$ cat src/rtl/cpu_pkg.sv
// cpu_pkg
//   Types and constants for the pipeline hazard controller.
//   pipe_ctrl_state_t : sequencer states (RUN, MD_WAIT, MD_DONE)
//   pipe_ctrl_t       : the six pipeline-register control signals as one bundle
//   PC_RESET_CTRL     : control value during reset. The PC and IF/ID are enabled,
//                       and every bubble, hold and flush is off.
package cpu_pkg;

  typedef enum logic [1:0] {
    RUN     = 2'd0,
    MD_WAIT = 2'd1,
    MD_DONE = 2'd2
  } pipe_ctrl_state_t;

  typedef struct packed {
    logic pc_write;
    logic if_id_write;
    logic if_id_flush;
    logic id_ex_bubble;
    logic id_ex_hold;
    logic ex_mem_bubble;
  } pipe_ctrl_t;

  localparam pipe_ctrl_t PC_RESET_CTRL = '{
    pc_write:      1'b1,
    if_id_write:   1'b1,
    if_id_flush:   1'b0,
    id_ex_bubble:  1'b0,
    id_ex_hold:    1'b0,
    ex_mem_bubble: 1'b0
  };

endpackage

$ cat src/rtl/load_use_detect.sv
// load_use_detect
//   Combinational load-use hazard compare between the instruction in ID and a
//   load in EX. A load to x0 never creates a dependency.
//   Ports:
//     id_rs1, id_rs2            in  source registers of the ID instruction
//     id_uses_rs1, id_uses_rs2  in  the ID instruction really reads that source
//     ex_mem_read               in  the EX instruction is a load
//     ex_rd                     in  destination register of the EX instruction
//     lu                        out load-use hit
module load_use_detect (
  input  logic [4:0] id_rs1,
  input  logic [4:0] id_rs2,
  input  logic       id_uses_rs1,
  input  logic       id_uses_rs2,
  input  logic       ex_mem_read,
  input  logic [4:0] ex_rd,
  output logic       lu
);

  logic hit_rs1;
  logic hit_rs2;

  assign hit_rs1 = id_uses_rs1 && (id_rs1 == ex_rd);
  assign hit_rs2 = id_uses_rs2 && (id_rs2 == ex_rd);
  assign lu      = ex_mem_read && (ex_rd != 5'd0) && (hit_rs1 || hit_rs2);

endmodule

$ cat src/rtl/pipeline_hazard_ctrl.sv
// pipeline_hazard_ctrl
//   Central stall and flush sequencer for the 5-stage pipeline. It handles three
//   cases:
//     - a load-use hazard stalls the front end for one cycle and inserts a bubble;
//     - a taken branch flushes IF/ID and bubbles ID/EX;
//     - a multi-cycle mul/div freezes the front end until md_done arrives or
//       MD_TIMEOUT expires.
//   Outputs are combinational from the state and the inputs. While reset is high
//   they take the PC_RESET_CTRL values.
//   Parameters:
//     MD_TIMEOUT (>=2) : maximum cycles in MD_WAIT before forced release
//     CNT_W            : width of the wait counter; must hold MD_TIMEOUT
//   Optional feature, macro PIPE_HAZARD_PERF_EN:
//     perf_stall_cycles : counts cycles with pc_write=0
//     perf_flushes      : counts cycles with if_id_flush=1
//     Both are 32 bits wide and wrap.
//   Ports:
//     clock, reset (synchronous, active-high)
//     id_rs1/id_rs2, id_uses_rs1/id_uses_rs2      ID source operands
//     ex_mem_read, ex_rd                          load in EX
//     ex_branch_taken, ex_md_op, md_done          EX resolution and mul/div status
//     md_start                                    1-cycle start pulse to mul/div
//     pc_write, if_id_write, if_id_flush          front-end control
//     id_ex_bubble, id_ex_hold, ex_mem_bubble     back-end control
//     md_timeout                                  sticky timeout error
//     dbg_state                                   current sequencer state
//   md_start is a single-cycle pulse with no handshake. md_done is accepted
//   only in MD_WAIT and is ignored in all other states.
module pipeline_hazard_ctrl
  import cpu_pkg::*;
#(
  parameter int MD_TIMEOUT = 64,
  parameter int CNT_W      = 7
) (
  input  logic             clock,
  input  logic             reset,
  input  logic [4:0]       id_rs1,
  input  logic [4:0]       id_rs2,
  input  logic             id_uses_rs1,
  input  logic             id_uses_rs2,
  input  logic             ex_mem_read,
  input  logic [4:0]       ex_rd,
  input  logic             ex_branch_taken,
  input  logic             ex_md_op,
  input  logic             md_done,
  output logic             md_start,
  output logic             pc_write,
  output logic             if_id_write,
  output logic             if_id_flush,
  output logic             id_ex_bubble,
  output logic             id_ex_hold,
  output logic             ex_mem_bubble,
`ifdef PIPE_HAZARD_PERF_EN
  output logic [31:0]      perf_stall_cycles,
  output logic [31:0]      perf_flushes,
`endif
  output logic             md_timeout,
  output pipe_ctrl_state_t dbg_state
);

  pipe_ctrl_state_t state;
  logic [CNT_W-1:0] md_cnt;
  logic             md_timeout_q;
  logic             lu;
  pipe_ctrl_t       ctrl;
  logic             md_start_c;

  load_use_detect u_load_use_detect (
    .id_rs1      (id_rs1),
    .id_rs2      (id_rs2),
    .id_uses_rs1 (id_uses_rs1),
    .id_uses_rs2 (id_uses_rs2),
    .ex_mem_read (ex_mem_read),
    .ex_rd       (ex_rd),
    .lu          (lu)
  );

  // Start from the free-running value. Each state then overrides only the
  // bits it needs to change.
  always_comb begin
    ctrl       = PC_RESET_CTRL;
    md_start_c = 1'b0;
    if (!reset) begin
      case (state)
        RUN: begin
          if (ex_md_op) begin
            md_start_c         = 1'b1;
            ctrl.pc_write      = 1'b0;
            ctrl.if_id_write   = 1'b0;
            ctrl.id_ex_hold    = 1'b1;
            ctrl.ex_mem_bubble = 1'b1;
          end else if (ex_branch_taken) begin
            // The ID instruction is squashed, so any load-use hit is irrelevant.
            ctrl.if_id_flush   = 1'b1;
            ctrl.id_ex_bubble  = 1'b1;
          end else if (lu) begin
            ctrl.pc_write      = 1'b0;
            ctrl.if_id_write   = 1'b0;
            ctrl.id_ex_bubble  = 1'b1;
          end
        end
        MD_WAIT: begin
          ctrl.pc_write      = 1'b0;
          ctrl.if_id_write   = 1'b0;
          ctrl.id_ex_hold    = 1'b1;
          ctrl.ex_mem_bubble = 1'b1;
        end
        MD_DONE: begin
          // The mul/div result passes into EX/MEM this cycle. ex_md_op is
          // still high for the same op and must not restart the unit.
          if (lu) begin
            ctrl.pc_write      = 1'b0;
            ctrl.if_id_write   = 1'b0;
            ctrl.id_ex_bubble  = 1'b1;
          end
        end
        default: ;
      endcase
    end
  end

  always_ff @(posedge clock) begin
    if (reset) begin
      state        <= RUN;
      md_cnt       <= '0;
      md_timeout_q <= 1'b0;
    end else begin
      case (state)
        RUN: begin
          if (ex_md_op) begin
            state  <= MD_WAIT;
            md_cnt <= '0;
          end
        end
        MD_WAIT: begin
          md_cnt <= md_cnt + 1'b1;
          // If md_done and the final count happen together, md_done wins and
          // no error is flagged.
          if (md_done) begin
            state <= MD_DONE;
          end else if (md_cnt == CNT_W'(MD_TIMEOUT - 1)) begin
            md_timeout_q <= 1'b1;
            state        <= MD_DONE;
          end
        end
        MD_DONE: state <= RUN;
        default: state <= RUN;
      endcase
    end
  end

`ifdef PIPE_HAZARD_PERF_EN
  always_ff @(posedge clock) begin
    if (reset) begin
      perf_stall_cycles <= '0;
      perf_flushes      <= '0;
    end else begin
      if (!ctrl.pc_write)   perf_stall_cycles <= perf_stall_cycles + 32'd1;
      if (ctrl.if_id_flush) perf_flushes      <= perf_flushes + 32'd1;
    end
  end
`endif

  assign md_start      = md_start_c;
  assign pc_write      = ctrl.pc_write;
  assign if_id_write   = ctrl.if_id_write;
  assign if_id_flush   = ctrl.if_id_flush;
  assign id_ex_bubble  = ctrl.id_ex_bubble;
  assign id_ex_hold    = ctrl.id_ex_hold;
  assign ex_mem_bubble = ctrl.ex_mem_bubble;
  assign md_timeout    = md_timeout_q && !reset;
  assign dbg_state     = state;

  // A branch and a mul/div op can never be in EX together.
  a_no_branch_md : assert property (@(posedge clock) disable iff (reset)
    !(ex_branch_taken && ex_md_op));

endmodule

$ cat config.mk
export PLATFORM = sky130hd
export DESIGN_NAME = pipeline_hazard_ctrl
export DESIGN_NICKNAME = d
export VERILOG_FILES = /design/src/rtl/cpu_pkg.sv /design/src/rtl/load_use_detect.sv /design/src/rtl/pipeline_hazard_ctrl.sv
export SDC_FILE = /design/constraint.sdc
export NUM_CORES = 1
export LEC_CHECK = 0
export BUFFER_PORTS_ARGS = -buffer_cell sky130_fd_sc_hd__buf_2
export CAP_MARGIN = 20
export CORE_UTILIZATION = 47
export DETAILED_ROUTE_END_ITERATION = 12
export GPL_TIMING_DRIVEN = 0
export MAX_ROUTING_LAYER = met4
export PLACE_DENSITY = 0.85
export RECOVER_POWER = 25
export SLEW_MARGIN = 20
export SYNTH_ARGS = -nofsm -noshare
export SYNTH_HDL_FRONTEND = slang
export SYNTH_SLANG_ARGS = --single-unit
$ cat constraint.sdc
create_clock -name clock -period 2.4 [get_ports clock]
set_input_delay 0.48 -clock clock [delete_from_list [all_inputs] [get_ports clock]]
set_output_delay 0.48 -clock clock [all_outputs]
set_load 0.03 [all_outputs]
==> results.sh <==
export IMPL_clk_insertion_delay_late_ns=0.27
export IMPL_slew_headroom_pct=72.2
export IMPL_finalWorstSetupSlack_ns=0.0735
export IMPL_hpwl_um=1190
export IMPL_cts_max_level=1
export IMPL_ctsResizeCount=0
export IMPL_synthArstFlopShare_pct=0
export IMPL_crit_fanout=3
export IMPL_vdd_ir_drop_max_uv=426
export IMPL_cts_hold_buf=0
export IMPL_critPathSlowestCell="or4_1"
export IMPL_synthFlopType="dfxtp_1"
export IMPL_wirelength_um=1510
export IMPL_syn_nets=106
export IMPL_place_ws_ns=0.0641
export IMPL_antenna_cells=0
export IMPL_layout_commonest_cell="buf_2"
export IMPL_finalSetupTns_ns=0
export IMPL_final_cell_mix="buf_2, nor2_1, dfxtp_1"
export IMPL_slowest_delay_ns=0.52
export IMPL_hp_class="in -> reg"
export IMPL_antenna_found_initial=0
export IMPL_clock_skew_ns=0.00432
export IMPL_antenna_left=0
export IMPL_rsz0062_at_grt="no"
export IMPL_period_minus_slack_ns=2.33
export IMPL_critPathRequiredTime_ns=1.92
export IMPL_synth_edf_count=0
export IMPL_power_density_nw_per_um2=488
export IMPL_tightest_slew_ns=0.412
export IMPL_grt_overflow=0
export IMPL_start_util_pct=51.3
export IMPL_num_rows=13
export IMPL_crit_path_start_kind="primary input"
export IMPL_tritoncts="done"
export IMPL_die_w_um=39.9
export IMPL_p_leak_nw=0.387
export IMPL_fmax_mhz=430
export IMPL_yosysTopAreaCell="dfxtp_1"
export IMPL_ys_seq_area_share_pct=29.6
export IMPL_root_buffer="clkbuf_4"
export IMPL_nNetsFinal=142
export IMPL_avgSynthCellArea_um2=8.24
export IMPL_worstSetupPathType="in -> out"
export IMPL_drcViolationCount=0
export IMPL_synthTopCellsByArea="dfxtp_1, xor2_1, nor2_1"
export IMPL_viasPerCell=5.36
export IMPL_die_y_um=39.9
export IMPL_slew_viol_final=0
export IMPL_setup_violations=0
export IMPL_grt_pass1_vias=603
export IMPL_cp_end_kind="output pin"
export IMPL_post_route_period_util_pct=96.9
export IMPL_drt_pass1_iter_count=2
export IMPL_syn2layout_area_growth_pct=30.9
export IMPL_drt_initial_drc_count=10
export IMPL_cp_data_arrival_time_ns=1.85
export IMPL_clk_pin_slew_ns=0.06
export IMPL_io_pin_count=33
export IMPL_clock_sinks=10
export IMPL_synth_area_um2=676
export IMPL_yosysUniqueCellTypes=35
export IMPL_max_cap_viol_count=0
export IMPL_n_fill_cell=130
export IMPL_gp_congestion=0.811
export IMPL_port_buffers=31
export IMPL_synth_cells=82
export IMPL_core_area_um2=1320
export IMPL_vias=708
export IMPL_drive_gt1_share_pct=39.3
export IMPL_path_cells="buf_2 -> or4_1 -> o21a_1 -> nand3_1 -> o22a_1 -> buf_4 -> buf_2"
export IMPL_worst_path_most_repeated_cell="buf_2"
export IMPL_outcome="complete, no violations"
export IMPL_yosys_warnings=0
export IMPL_cts_setup_buffers=0
export IMPL_finalHoldViolCount=0
export IMPL_synth_top_area_share_pct=29.6
export IMPL_wl_per_cell_um=11.4
export IMPL_synth_seq_cells=10
export IMPL_cts_buffers=3
export IMPL_grt_pass1_wl_um=2310
export IMPL_grt_max_degree=11
export IMPL_groute_usage_overall_pct=22.5
export IMPL_clockBufferDepth=2
export IMPL_die_area_um2=1590
## routing by layer
| layer | GRT usage, % | vias up | routed length, um |
|---|---|---|---|
| met3 | 3.98 | 4 | 100 |
| met5 | - | - | 0 |
| met4 | 12.9 | 0 | 26 |
| met1 | 20.7 | 313 | 643 |
| met2 | 42.3 | 27 | 739 |
| li1 | - | 364 | - |
## logic make-up (layout without fill, tap and decap cells)
family / Yosys count / after routing / share of synthesized area, %
xor+xnor: 10 / 10 / 13.0
mux: 3 / 3 / 5.00
compound gates: 15 / 15 / 15.4
buf+inv: 5 / 40 / 4.07
fa+ha+maj: 1 / 1 / 1.85
flops: 10 / 10 / 29.6
simple gates: 38 / 38 / 31.1
## power by group
group | switching, W | leakage [nW] | internal, W
clock network | 0.0000604 | 0.0210 | 0.0000922
logic | 0.0000600 | 0.285 | 0.0000443
registers | 0.00000550 | 0.0810 | 0.000169
## metrics by stage
stage	instance area, um2	instances	util [%]	hold WS [ns]	power, W
final	885	132	67.1	0.491	0.000432
after global routing	885	132	67.1	0.526	0.000453
after CTS	886	132	67.2	0.486	0.000438
after detailed placement	850	128	64.5	0.486	0.000284
after global placement	850	128	64.5	0.441	0.000281
after floorplan	676	82	-	0.429	0.000244
## worst max-delay path, delay by kind of cell
kind / cells / cell delay [ns]
buf+inv: 3 / 0.41
compound gates: 2 / 0.37
simple gates: 2 / 0.60
## final timing paths
kind	cells past startpoint	from	endpoint	slack [ns]
setup / recovery	7	ex_rd[1]	pc_write	0.07
hold / removal	3	md_done	dbg_state[1]$_SDFFE_PP0P_	0.49
setup reg to reg	4	md_cnt[0]$_SDFFE_PP0P_	md_cnt[4]$_SDFFE_PP0P_	0.99
hold reg to reg	2	md_timeout_q$_SDFFE_PP0P_	md_timeout_q$_SDFFE_PP0P_	0.49
## synthesized netlist by cell type (2+ instances only)
library cell and instances:
a21oi_1 5, a22oi_1 2, buf_4 2, clkbuf_1 2, dfxtp_1 10, mux2_2 3, nand2_1 5, nand3_1 2
nor2_1 13, nor2b_1 2, nor3_1 3, nor4_1 2, xnor2_1 2, xor2_1 8
## flip-flops by register name, indices dropped and copies added (netlist names)
register / count
dbg_state: 2
md_timeout_q: 1
md_cnt: 7
## final cells by class
class	instances	area, um2	share of cell area (%)
repair buffers	31	155	17.5
clock buffers	4	36.3	4.10
flip-flops and latches	10	200	22.6
well taps	15	18.8	2.12
multi-input cells	67	448	50.6
plain buffers	5	26.3	2.97
Power figures use the tool's default switching activity.
